## src/rtl/rom_arb_pkg.sv

```systemverilog
// Shared types and constants for the boot ROM arbiter.
package rom_arb_pkg;

    localparam int unsigned ADDR_W_DEF = 4;
    localparam int unsigned WAIT_DEF   = 2;
    localparam int unsigned WCNT_W     = 4;
    localparam int unsigned DATA_W     = 8;

    localparam logic PORT_CPU = 1'b0;
    localparam logic PORT_DBG = 1'b1;

    typedef enum logic [1:0] {
        IDLE   = 2'd0,
        ACCESS = 2'd1,
        DONE   = 2'd2
    } state_t;

endpackage

```

## src/rtl/rom_arb_pick.sv

```systemverilog
// Combinational winner select between the CPU and debug ports.
// ROM_ARB_ROUND_ROBIN_EN selects alternating priority on ties; default is CPU-first.
module rom_arb_pick
    import rom_arb_pkg::*;
(
    input  logic cpu_req,
    input  logic dbg_req,
    input  logic last_gnt,
    output logic any_c,
    output logic win_c
);

`ifdef ROM_ARB_ROUND_ROBIN_EN
    always_comb begin
        any_c = cpu_req | dbg_req;
        win_c = PORT_CPU;
        if (cpu_req && dbg_req) begin
            win_c = ~last_gnt;
        end else if (dbg_req) begin
            win_c = PORT_DBG;
        end
    end
`else
    logic unused_last_gnt;
    assign unused_last_gnt = last_gnt;

    always_comb begin
        any_c = cpu_req | dbg_req;
        win_c = PORT_CPU;
        if (!cpu_req && dbg_req) begin
            win_c = PORT_DBG;
        end
    end
`endif

endmodule

```

## src/rtl/rom_arbiter.sv

```systemverilog
// Two-port arbiter sequencing accesses to the async boot ROM with fixed access time.
// Tie policy is set in rom_arb_pick by ROM_ARB_ROUND_ROBIN_EN.
module rom_arbiter
    import rom_arb_pkg::*;
#(
    parameter int unsigned ADDR_W      = ADDR_W_DEF,
    parameter int unsigned WAIT_CYCLES = WAIT_DEF
) (
    input  logic              clk,
    input  logic              reset,
    input  logic              cpu_req,
    input  logic [ADDR_W-1:0] cpu_addr,
    output logic              cpu_ack,
    input  logic              dbg_req,
    input  logic [ADDR_W-1:0] dbg_addr,
    output logic              dbg_ack,
    output logic [DATA_W-1:0] rdata,
    output logic              rom_sel,
    output logic [ADDR_W-1:0] rom_a,
    input  logic [DATA_W-1:0] rom_dout,
    output logic              busy
);

    state_t              state, state_d;
    logic [WCNT_W-1:0]   wcnt, wcnt_d;
    logic                gnt_id, gnt_id_d;
    logic                last_gnt, last_gnt_d;
    logic                rom_sel_d, cpu_ack_d, dbg_ack_d, busy_d;
    logic [ADDR_W-1:0]   rom_a_d;
    logic [DATA_W-1:0]   rdata_d;
    logic                any_c, win_c;

    rom_arb_pick u_pick (
        .cpu_req  (cpu_req),
        .dbg_req  (dbg_req),
        .last_gnt (last_gnt),
        .any_c    (any_c),
        .win_c    (win_c)
    );

    // rom_a doubles as the latched request address; it only changes on a grant.
    always_comb begin
        state_d    = state;
        wcnt_d     = wcnt;
        gnt_id_d   = gnt_id;
        last_gnt_d = last_gnt;
        rom_sel_d  = rom_sel;
        rom_a_d    = rom_a;
        rdata_d    = rdata;
        cpu_ack_d  = 1'b0;
        dbg_ack_d  = 1'b0;
        case (state)
            IDLE: begin
                if (any_c) begin
                    gnt_id_d  = win_c;
                    rom_a_d   = (win_c == PORT_DBG) ? dbg_addr : cpu_addr;
                    wcnt_d    = WCNT_W'(WAIT_CYCLES);
                    rom_sel_d = 1'b1;
                    state_d   = ACCESS;
                end
            end
            ACCESS: begin
                if (wcnt != '0) begin
                    wcnt_d = wcnt - WCNT_W'(1);
                end else begin
                    rdata_d   = rom_dout;
                    rom_sel_d = 1'b0;
                    if (gnt_id == PORT_DBG) begin
                        dbg_ack_d = 1'b1;
                    end else begin
                        cpu_ack_d = 1'b1;
                    end
                    state_d = DONE;
                end
            end
            DONE: begin
                last_gnt_d = gnt_id;
                state_d    = IDLE;
            end
            default: begin
                rom_sel_d = 1'b0;
                state_d   = IDLE;
            end
        endcase
        busy_d = (state_d != IDLE);
    end

    always_ff @(posedge clk) begin
        if (reset) begin
            state    <= IDLE;
            wcnt     <= '0;
            gnt_id   <= PORT_CPU;
            last_gnt <= PORT_DBG;
            rom_sel  <= 1'b0;
            rom_a    <= '0;
            rdata    <= '0;
            cpu_ack  <= 1'b0;
            dbg_ack  <= 1'b0;
            busy     <= 1'b0;
        end else begin
            state    <= state_d;
            wcnt     <= wcnt_d;
            gnt_id   <= gnt_id_d;
            last_gnt <= last_gnt_d;
            rom_sel  <= rom_sel_d;
            rom_a    <= rom_a_d;
            rdata    <= rdata_d;
            cpu_ack  <= cpu_ack_d;
            dbg_ack  <= dbg_ack_d;
            busy     <= busy_d;
        end
    end

endmodule

```

## config.mk

```make
export PLATFORM = sky130hd
export DESIGN_NAME = rom_arbiter
export DESIGN_NICKNAME = d
export VERILOG_FILES = /design/src/rtl/rom_arb_pkg.sv /design/src/rtl/rom_arb_pick.sv /design/src/rtl/rom_arbiter.sv
export SDC_FILE = /design/constraint.sdc
export NUM_CORES = 1
export LEC_CHECK = 0
export ABC_AREA = 1
export CORE_UTILIZATION = 39
export DETAILED_ROUTE_END_ITERATION = 7
export PLACE_DENSITY = 0.74
export SKIP_CTS_REPAIR_TIMING = 1
export SLEW_MARGIN = 5
export SYNTH_ARGS = -nofsm -noshare
export SYNTH_HDL_FRONTEND = slang
export SYNTH_HIERARCHICAL = 1
export SYNTH_SLANG_ARGS = --single-unit
export TNS_END_PERCENT = 100
```

## constraint.sdc

```tcl
create_clock -name clk -period 1.1 [get_ports clk]
set_input_delay 0.22 -clock clk [delete_from_list [all_inputs] [get_ports clk]]
set_output_delay 0.22 -clock clk [all_outputs]
set_load 0.02 [all_outputs]
```

==> impl_metrics.env, run 1 <==
export IMPL_status="finished with violations"
export IMPL_violations="setup timing"
export IMPL_hold_path_class="flip-flop to flip-flop"
export IMPL_gp_congestion=0.701
export IMPL_fp_dieH_um=51.6
export IMPL_vias_per_cell=4.73
export IMPL_routed_top_layer="met4"
export IMPL_netlist_area_um2=960
export IMPL_p_clk_share_pct=14.7
export IMPL_num_vias=979
export IMPL_yosysWarnings=6
export IMPL_cts_tree="built"
export IMPL_cpMostUsedCell="nand2_4"
export IMPL_fin_skew_ns=0.00346
export IMPL_met1Wirelength_um=1020
export IMPL_postRouteAntennaNets=0
export IMPL_routed_wl_um=2460
export IMPL_regArea_um2=468
export IMPL_ios=36
export IMPL_layout_commonest_cell="nor2_1"
export IMPL_wl_met2_um=1280
export IMPL_p_comb_share_pct=45.6
export IMPL_fin_area_um2=1570
export IMPL_cts_max_level=1
export IMPL_syn2layout_area_growth_pct=63.8
export IMPL_clock_latency_ns=0.31
export IMPL_initialDrtViolationCount=10
export IMPL_r2r_end="wcnt[2]"
export IMPL_seqPwrFrac_pct=39.7
export IMPL_cts_buffers=3
export IMPL_syn_nets=145
export IMPL_critPathMaxFanout=6
export IMPL_crit_type="flip-flop to flip-flop"
export IMPL_cap_violations=0
export IMPL_cts_sinks=23
export IMPL_cp_arrival_ns=1.33
export IMPL_hold_path_cell_count=1
export IMPL_grt_ovfl_total=0
export IMPL_finalHoldViolCount=0
export IMPL_wl_per_cell_um=11.9
export IMPL_core_um2=2280
export IMPL_row_count=17
export IMPL_die_w_um=51.6
export IMPL_dr_wl_met3_um=136
export IMPL_power_uw=2710
export IMPL_drc=0
export IMPL_min_period_over_period_pct=101
export IMPL_ctsLongestPathBuffers=2
export IMPL_dr_pass1_iters=4
export IMPL_layout_common_cells="21 x nor2_1, 18 x clkdlybuf4s50_1, 17 x dfxtp_1, 17 x buf_4, 16 x nand2_1"
export IMPL_track_usage_pct=17.1
export IMPL_fin_crit_ns=1.11
export IMPL_leakage_uw=0.000732
export IMPL_grt_pass1_wl_um=3440
export IMPL_fin_nets=202
export IMPL_slew_headroom_pct=80.6
export IMPL_worstHoldStart="gnt_id"
export IMPL_p_switching_uw=1040
export IMPL_num_fill_cells=194
export IMPL_worstReg2RegStart="wcnt[1]"
export IMPL_worst_path_max_delay_cell="dfxtp_2"
export IMPL_grt_max_degree=15
export IMPL_syn_avg_cell_area_um2=7.80
export IMPL_start_util_pct=42.2
export IMPL_diodes=0
export IMPL_report_final_slew_viol_count=0
export IMPL_p_int_uw=1670
export IMPL_netSwitchingFraction_pct=38.4
export IMPL_setup_slack_ns=-0.00885
export IMPL_max_freq_ghz=0.902
export IMPL_crit_required_ns=1.32
export IMPL_antenna_found_initial=0
export IMPL_power_density_nw_per_um2=1730
export IMPL_worstMarginPinSlew_ns=0.291
export IMPL_setup_viol=3
export IMPL_io_buffer_count=35
export IMPL_max_stage_delay_ns=0.36
export IMPL_synth_cells=123
export IMPL_start_kind="flip-flop"
export IMPL_cts_root_buf="clkbuf_4"
export IMPL_reg2reg_slack_ns=-0.009
export IMPL_rsz0062_at_grt="yes"
export IMPL_crit_chain="inv_2 -> ha_4 -> nand2_4 -> nand2_4 -> nand2_4 -> nand3_1 -> nand2_1 -> nor2_1"
export IMPL_postPlaceCellArea_um2=1420
export IMPL_whs_endpoint="cpu_ack"
export IMPL_final_layout_size_suffix_gt1_share_pct=46.4
export IMPL_grt_pass1_vias=873
export IMPL_hpwlAfterDp_um=1630
export IMPL_multi_input_area_um2=534
export IMPL_end_kind="flip-flop"
export IMPL_dieArea_um2=2660
export IMPL_clkTransAtPathRegs_ns=0.13
export IMPL_vdd_drop_max_v=0.000885
export IMPL_rr_worst_depth=8
-- worst max-delay path: cells and delay by family (launching register included) --
family	cells	cell delay, ns
adders and majority gates	1	0.17
buffers and inverters	1	0.05
DFF	1	0.36
and+or+nand+nor	6	0.44
-- per-layer routing --
layer	track usage, %	vias to the layer above
met2	33.5	37
li1	-	501
met3	3.80	4
met1	17.5	437
met5	0	-
met4	5.41	0
-- per-stage QoR --
stage / cells / hold slack (ns) / setup WS, ns / setup TNS [ns] / utilization (%)
floorplan: 123 / 0.368 / 0.00534 / 0 / -
global placement: 194 / 0.409 / -0.252 / -3.58 / 62.2
detailed placement: 194 / 0.413 / -0.307 / -4.36 / 62.2
CTS: 198 / 0.432 / -0.435 / -6.65 / 63.6
global route: 207 / 0.465 / -0.0889 / -0.623 / 69.0
finish: 207 / 0.432 / -0.00885 / -0.0189 / 69.0
-- state kept, by name, indices dropped and copies added, names as in the netlist --
register and cells:
busy 1, cpu_ack 1, dbg_ack 1, gnt_id 1, rdata 8, rom_a 4
rom_sel 1, state 2, wcnt 4
-- worst max-delay path by stage --
stage                       start       to  slack, ns
final                     wcnt[1]  wcnt[2]     -0.009
after global routing      wcnt[3]  wcnt[2]      -0.09
after CTS                 rom_sel  rom_sel      -0.44
after detailed placement  cpu_req  wcnt[2]      -0.31
after global placement    cpu_req  wcnt[2]      -0.25
after floorplan           wcnt[0]  wcnt[3]      0.005
-- power by group through the flow --
stage	combinational [uW]	clock (uW)	sequential (uW)
2_1_floorplan	463	0	1190
3_3_place_gp	989	0	1060
3_5_place_dp	1010	0	1070
4_1_cts	1020	407	1050
5_1_grt	1340	440	1090
6_report	1240	399	1080
-- layout make-up --
cell class	instances	area share [%]
Tap cell	28	2.23
Clock buffer	3	1.43
Inverter	17	5.02
Timing Repair inverter	1	0.398
Sequential cell	23	29.8
Multi-Input combinational cell	81	34.0
Timing Repair Buffer	53	26.7
Clock inverter	1	0.478
No activity file was read; power rests on OpenSTA's default activity.
==> inputs of run 2 (changes only) <==
- CAP_MARGIN: unset -> 20
==> results of run 2 <==
Same layout as run 1: the final DEF is identical, and so are final timing and power.
